--- src/rtl/sdr_sched_pkg.sv ---
// Shared types for the TX frame scheduler: FSM states, I/Q sample struct, sizing helper.
package sdr_sched_pkg;

    localparam int DEF_IQ_W = 12;

    typedef enum logic [1:0] {IDLE, HDR, PAY, GUARD} sched_state_e;

    typedef struct packed {
        logic [DEF_IQ_W-1:0] i;
        logic [DEF_IQ_W-1:0] q;
    } iq_sample_t;

    function automatic int max3(input int a, input int b, input int c);
        int m;
        m = (a > b) ? a : b;
        return (m > c) ? m : c;
    endfunction

endpackage

--- src/rtl/iq_out_reg.sv ---
// Registered valid/ready output slot; holds valid and data while downstream stalls.
module iq_out_reg #(
    parameter int W = 24
) (
    input  logic         clk,
    input  logic         rst,
    input  logic         in_valid,
    input  logic [W-1:0] in_data,
    output logic         load,
    output logic         out_valid,
    output logic [W-1:0] out_data,
    input  logic         out_ready
);

    assign load = !out_valid || out_ready;

    always_ff @(posedge clk or posedge rst) begin
        if (rst) begin
            out_valid <= 1'b0;
            out_data  <= '0;
        end else if (load) begin
            out_valid <= in_valid;
            if (in_valid) out_data <= in_data;
        end
    end

endmodule

--- src/rtl/tx_frame_scheduler.sv ---
// Sequences header, payload and zero guard samples into one I/Q stream.
// Define TX_FRAME_CNT_EN to add the 16-bit frame_cnt output.
module tx_frame_scheduler
    import sdr_sched_pkg::*;
#(
    parameter int IQ_W      = DEF_IQ_W,
    parameter int HDR_LEN   = 64,
    parameter int MAX_PAY   = 4096,
    parameter int GUARD_LEN = 16,
    localparam int LEN_W    = $clog2(MAX_PAY + 1)
) (
    input  logic            clk,
    input  logic            rst,
    input  logic            enable,
    input  logic [LEN_W-1:0] pay_len,
    input  logic            hdr_valid,
    output logic            hdr_ready,
    input  logic [IQ_W-1:0] hdr_i,
    input  logic [IQ_W-1:0] hdr_q,
    input  logic            pay_valid,
    output logic            pay_ready,
    input  logic [IQ_W-1:0] pay_i,
    input  logic [IQ_W-1:0] pay_q,
    output logic            out_valid,
    output logic [IQ_W-1:0] out_i,
    output logic [IQ_W-1:0] out_q,
    input  logic            out_ready,
`ifdef TX_FRAME_CNT_EN
    output logic [15:0]     frame_cnt,
`endif
    output logic            busy,
    output logic            frame_start
);

    localparam int CNT_W = $clog2(max3(HDR_LEN, MAX_PAY, GUARD_LEN) + 1);

    sched_state_e       state;
    logic [CNT_W-1:0]   cnt;
    logic [LEN_W-1:0]   len;
    logic               load, beat, last, to_end, start;
    logic [2*IQ_W-1:0]  sel_data;
    logic [LEN_W-1:0]   len_clamped;

    assign len_clamped = (pay_len > LEN_W'(MAX_PAY)) ? LEN_W'(MAX_PAY) : pay_len;
    assign hdr_ready   = (state == HDR) && load;
    assign pay_ready   = (state == PAY) && load;

    always_comb begin
        beat     = 1'b0;
        last     = 1'b0;
        sel_data = '0;
        case (state)
            HDR: begin
                beat     = hdr_valid && load;
                last     = (cnt == CNT_W'(HDR_LEN - 1));
                sel_data = {hdr_i, hdr_q};
            end
            PAY: begin
                beat     = pay_valid && load;
                last     = (cnt == CNT_W'(len) - CNT_W'(1));
                sel_data = {pay_i, pay_q};
            end
            GUARD: begin
                beat = load;
                last = (cnt == CNT_W'(GUARD_LEN - 1));
            end
            default: ;
        endcase
    end

    // Frame is over after the guard, or earlier when there is no guard to send.
    assign to_end = beat && last &&
                    ((state == GUARD) ||
                     ((GUARD_LEN == 0) && ((state == PAY) || ((state == HDR) && (len == '0)))));
    assign start  = enable && ((state == IDLE) || to_end);

    always_ff @(posedge clk or posedge rst) begin
        if (rst) begin
            state       <= IDLE;
            cnt         <= '0;
            len         <= '0;
            busy        <= 1'b0;
            frame_start <= 1'b0;
`ifdef TX_FRAME_CNT_EN
            frame_cnt   <= '0;
`endif
        end else begin
            frame_start <= 1'b0;
            if (start) begin
                state       <= HDR;
                cnt         <= '0;
                len         <= len_clamped;
                busy        <= 1'b1;
                frame_start <= 1'b1;
`ifdef TX_FRAME_CNT_EN
                frame_cnt   <= frame_cnt + 16'd1;
`endif
            end else if (to_end) begin
                state <= IDLE;
                cnt   <= '0;
                busy  <= 1'b0;
            end else if (beat && last) begin
                cnt   <= '0;
                state <= ((state == HDR) && (len != '0)) ? PAY : GUARD;
            end else if (beat) begin
                cnt <= cnt + CNT_W'(1);
            end
        end
    end

    iq_out_reg #(.W(2 * IQ_W)) u_out (
        .clk       (clk),
        .rst       (rst),
        .in_valid  (beat),
        .in_data   (sel_data),
        .load      (load),
        .out_valid (out_valid),
        .out_data  ({out_i, out_q}),
        .out_ready (out_ready)
    );

endmodule

--- config.mk ---
export PLATFORM = sky130hd
export DESIGN_NAME = tx_frame_scheduler
export DESIGN_NICKNAME = d
export VERILOG_FILES = /design/src/rtl/sdr_sched_pkg.sv /design/src/rtl/iq_out_reg.sv /design/src/rtl/tx_frame_scheduler.sv
export SDC_FILE = /design/constraint.sdc
export NUM_CORES = 1
export LEC_CHECK = 0
export ABC_CLOCK_PERIOD_IN_PS = 7100
export BUFFER_PORTS_ARGS = -buffer_cell sky130_fd_sc_hd__buf_2
export CAP_MARGIN = 20
export CORE_AREA = 2 2 81 83
export CTS_BUF_LIST = sky130_fd_sc_hd__clkbuf_8
export DETAILED_ROUTE_END_ITERATION = 16
export DIE_AREA = 0 0 83 85
export HOLD_SLACK_MARGIN = 0.03
export PLACE_DENSITY_LB_ADDON = 0.3
export SYNTH_ARGS = -nofsm -noshare
export SYNTH_HDL_FRONTEND = slang
export SYNTH_SLANG_ARGS = --single-unit
--- constraint.sdc ---
create_clock -name clk -period 7.1 [get_ports clk]
set_clock_uncertainty 0.2 [all_clocks]
set_input_delay 2.13 -clock clk [delete_from_list [all_inputs] [get_ports clk]]
set_output_delay 2.13 -clock clk [all_outputs]
set_load 0.005 [all_outputs]
-- Word level (Yosys, flattened, before mapping)
Index checks and enable logic that the tools add are counted.
- logic and storage cells: 48
- input port bits: 67
- output and inout bits: 29
- register bits after elaboration: 55
- equality and inequality tests: 6
- reductions and logical operators: 17
- add/subtract/negate cells: 2
- muxes and demuxes: 15
- magnitude comparators: 1
- operators by type and width (kind ; count):
    13-bit two-way mux ; 5
    24-bit one-hot mux with 2 select lines ; 1
    13-bit by 1-bit adder with 13-bit output, second input constant ; 1
    13-bit equality test ; 1
    13-bit by 4-bit equality test with 1-bit output, second input constant ; 1
    13-bit by 6-bit equality test with 1-bit output, second input constant ; 1
    13-bit greater-than comparator, second input constant ; 1
    13-bit nonzero test ; 1
    13-bit by 1-bit subtractor with 13-bit output, second input constant ; 1
    1-bit logical AND ; 8
    2-bit two-way mux ; 3
    1-bit one-hot mux with 3 select lines ; 2
    2-bit equality test, second input constant ; 2
    1-bit two-way mux ; 4
    4-bit nonzero test ; 1
    3-bit nonzero test ; 1
    2-bit by 1-bit equality test with 1-bit output, second input constant ; 1
    2-bit zero test ; 1
    1-bit logical OR ; 2
    2-bit AND reduction ; 1
    2-bit nonzero test ; 1
    1-bit zero test ; 1

-- Logic depth before layout (Yosys ltp)
- depth in word-level cells: 9
- mapped depth: 12
- mapped depth without buffers: 10

-- Modules after synthesis
From an unflattened synthesis, not the netlist that was laid out.
- cells, all modules: 355
- area, all modules: 3649.8 um^2
- by module, submodules not included (module ; area each (um^2) ; sequential area each (um^2) ; cells each ; instances):
    tx_frame_scheduler ; 2602.5 ; 750.7 ; 300 ; 1
    iq_out_reg ; 1047.3 ; 625.6 ; 55 ; 1

-- Least setup slack after synthesis
No wires, ideal clock.
- path kind: input port to output port
- from: input port out_ready
- to: output port hdr_ready
- slack: 2.316 ns
- path buffers: 0
- arrival: 2.454 ns
- data required time: 4.770 ns
- stages on the path: 2
- path through: nand2b_1 and2_1
- longest elaborated chain between the ends: 2
- RTL lines (element ; line ; source):
    from (decl) ; tx_frame_scheduler.sv:27 ; input logic out_ready,
    1-bit logical OR ; iq_out_reg.sv:15 ; assign load = !out_valid || out_ready;
    1-bit logical AND ; tx_frame_scheduler.sv:45 ; assign hdr_ready = (state == HDR) && load;
    to (decl) ; tx_frame_scheduler.sv:17 ; output logic hdr_ready,
No other way between the ends.

-- Worst setup path in the final report
- from: input port out_ready
- to: output port pay_ready
- longest elaborated chain between the ends: 2
- RTL lines (element ; line ; source):
    1-bit logical OR ; iq_out_reg.sv:15 ;
    1-bit logical AND ; tx_frame_scheduler.sv:46 ; assign pay_ready = (state == PAY) && load;
    to (decl) ; tx_frame_scheduler.sv:21 ; output logic pay_ready,
No other way between the ends.

==> impl_metrics.csv <==
group,metric,value,unit
run_status,status,"finished, final reports clean",
clock_tree,clock-sinks,55,
power,p_switching,199.4,uW
layout,final_util,63.04,%
critical_path,critPathCaptureType,"output port",
critical_path,crit_type,"in2out",
synthesis,synth_adder_area_share,2.661,%
sta,finalSetupTns,0,ns
route,avgViaCountPerCell,5.594,
synthesis,synth-compound-area-share,12.66,%
sta,period_minus_slack,5.067,ns
run,max_cap_viol_count,0,
layout,fillCellCount,540,
critical_path,cp_max_fo,5,
synthesis,ys_seq_area_share,41.81,%
global_routing,track_usage,22.04,%
critical_path,worstPathArrival,2.74,ns
synthesis,syn_area,3292,um2
clock_tree,cts.hold.buffers_added,0,
synthesis,synthSimpleGateAreaFrac,26.23,%
floorplanning,dieArea,7055,um2
global_routing,grt_max_degree,56,
clock_tree,cts_setup_buffers,0,
synthesis,netlist_instances,361,
power,p_leak,0.002005,uW
synthesis,syn_area_per_cell,9.119,um2
synthesis,syn-num-nets,435,
synthesis,synth_warnings,0,
synthesis,synthTopCellsByArea,"dfrtp_1, nand2_1, a22o_1, nand3_1, xor2_1",
power,netSwitchingFraction,28.08,%
clock_tree,path_clk_slew,0.10,ns
power,power_frac_comb,17.1,%
route,drc,0,
clock_tree,cts_tree,"done",
sta,drv_slew,0,
route,dr.pass1.iters,5,
floorplanning,die_w,83,um
layout,area_delta_synth_final,18.81,%
layout,drive_gt1_share,29.44,%
hold_path,hp-class,"reg2reg",
clock_tree,clk_latency,0.31,ns
layout,layout.nets,518,
synthesis,synthArstFlopShare,100.0,%
power,seq_power_share,53.0,%
floorplanning,rows,29,
placement,dpl_cell_area,3800,um2
placement,dpl.cell_count,514,
power,peakVddDrop,104.9,uV
layout,diodes,0,
critical_path,required,4.77,ns
placement,port_buffers,95,
synthesis,synth_top_family_by_area,"simple AND/OR/NAND/NOR gates",
global_routing,grt_pass1_wl,12710,um
sta,grt_setup_unrepaired,"no",
placement,dp_hpwl,5585,um
synthesis,synthFlopType,"dfrtp_1",
clock_tree,cts_resized,0,
floorplanning,core_area,6205,um2
global_routing,antenna_found_initial,0,
clock_tree,cts_max_level,2,
floorplanning,die-height,85,um
layout,finalNonFillerCells,522,
power,powerDensity,181.6,nW/um2
sta,setup-violations-final,0,
synthesis,ys_seq_elements,55,
placement,gp_congestion,0.8659,
route,routedWlPerCell,14.67,um
route,totalWireLength,7660,um
clock_tree,cts_root_buf,"clkbuf_8",
clock_tree,cts_buffers,5,
clock_tree,clock_path_buffers,2,
synthesis,yosys.area.top_type,"dfrtp_1",
synthesis,synth_edf_count,0,
floorplanning,pin_count,96,
route,num_vias,2920,
sta,fmax,0.1974,GHz
route,drt_iter0_markers,216,
synthesis,synthXorXnorAreaFrac,6.119,%
layout,finalInstanceArea,3911,um2
route,ant_nets,0,
floorplanning,start_util,53.06,%
synthesis,synth.distinct_cells,51,
global_routing,gr-total-overflow,0,
sta,fin_crit_sh,71.37,%
power,clkPwrFrac,29.9,%
power,internal_power,510.8,uW
synthesis,synthMuxAreaShare,6.043,%
global_routing,first_global_vias,2744,
power,finalPower,710.2,uW
sta,max_slew_margin,38.67,%
sta,hold_viol,0,
sta,worst_pin_slew,0.9178,ns
critical_path,setup.worst_path.start_class,"input port",
synthesis,synth.top_cell.area_share,41.81,%
-- cells in the mapped netlist (all sizes together) (3+ instances only) --
cell type / instances
nand3: 28
or4: 4
nor4: 7
nor2: 23
a21oi: 7
ha: 7
buf: 7
nand2b: 6
nor2b: 10
xnor2: 9
xor2: 14
a31oi: 3
mux2: 11
nor3: 5
a22o: 24
mux2i: 6
o21ai: 7
dfrtp: 55
clkbuf: 17
nand4: 7
inv: 11
nand2: 63
-- power groups by stage --
stage / clock network, uW / registers, uW / logic [uW]
2_1_floorplan: 0 / 373 / 73.8
3_3_place_gp: 0 / 379 / 120
3_5_place_dp: 0 / 382 / 123
4_1_cts: 216 / 375 / 123
5_1_grt: 227 / 380 / 137
6_report: 212 / 376 / 122
-- worst paths after layout --
| check | from | slack [ns] | end | cells after the start |
|---|---|---|---|---|
| worst max register to register | state[1] | 2.85 | len[11] | 10 |
| worst min-delay path | u_out.out_data[1] | 0.28 | u_out.out_data[1] | 2 |
| worst max-delay path | out_ready | 2.03 | pay_ready | 4 |
| min in group asynchronous | rst | 1.78 | u_out.out_data[23] | 3 |
| max in group asynchronous | rst | 4.42 | u_out.out_data[8] | 3 |
| worst min register to register | u_out.out_data[1] | 0.28 | u_out.out_data[1] | 2 |
-- cell usage in the layout, fill, tap and decap left out, drive strengths merged, types with 3 or more instances in the layout --
cell and instances:
a21oi 7, a22o 24, a31oi 3, buf 100, clkbuf 5, dfrtp 55
ha 7, inv 13, mux2 11, mux2i 6, nand2 63, nand2b 6
nand3 28, nand4 7, nor2 23, nor2b 10, nor3 5, nor4 7
o21ai 7, or4 4, xnor2 9, xor2 14
-- per-stage QoR --
| step | setup slack (ns) | hold WS [ns] |
|---|---|---|
| 2_1_floorplan | 2.316 | 0.2700 |
| 3_3_place_gp | 2.020 | 0.2523 |
| 3_5_place_dp | 1.873 | 0.2567 |
| 4_1_cts | 2.032 | 0.2818 |
| 5_1_grt | 1.879 | 0.3111 |
| 6_report | 2.033 | 0.2782 |
-- worst max-delay path: stages --
cell,delay [ns]
buf_2,0.09
nand2b_1,0.20
and2_1,0.19
buf_2,0.13
-- metal layers --
layer | track usage (%) | wire length, um
met1 | 28.99 | 3389
met2 | 37.02 | 3831
met3 | 3.794 | 305
met4 | 7.750 | 133
met5 | 0 | 0
-- final cells by class --
class / count / area (um2) / area share, %
Multi-Input combinational cell: 271 / 1773 / 45.33
Sequential cell: 55 / 1376 / 35.19
Timing Repair Buffer: 100 / 513.0 / 13.12
Tap cell: 77 / 96.34 / 2.463
Clock buffer: 5 / 68.82 / 1.759
Clock inverter: 3 / 42.54 / 1.088
Inverter: 11 / 41.29 / 1.056
-- kinds of logic after synthesis --
| group | after synthesis |
|---|---|
| buf+inv | 35 |
| xor+xnor | 23 |
| compound gates | 54 |
| fa+ha+maj | 7 |
| mux | 17 |
| flops | 55 |
| simple gates | 170 |
-- sequential cells by signal (all words and copies together), names as in the netlist --
| register | count |
|---|---|
| busy | 1 |
| cnt | 13 |
| u_out.out_data | 24 |
| u_out.out_valid | 1 |
| len | 13 |
| frame_start | 1 |
| state | 2 |
Power figures use the tool's default switching activity.
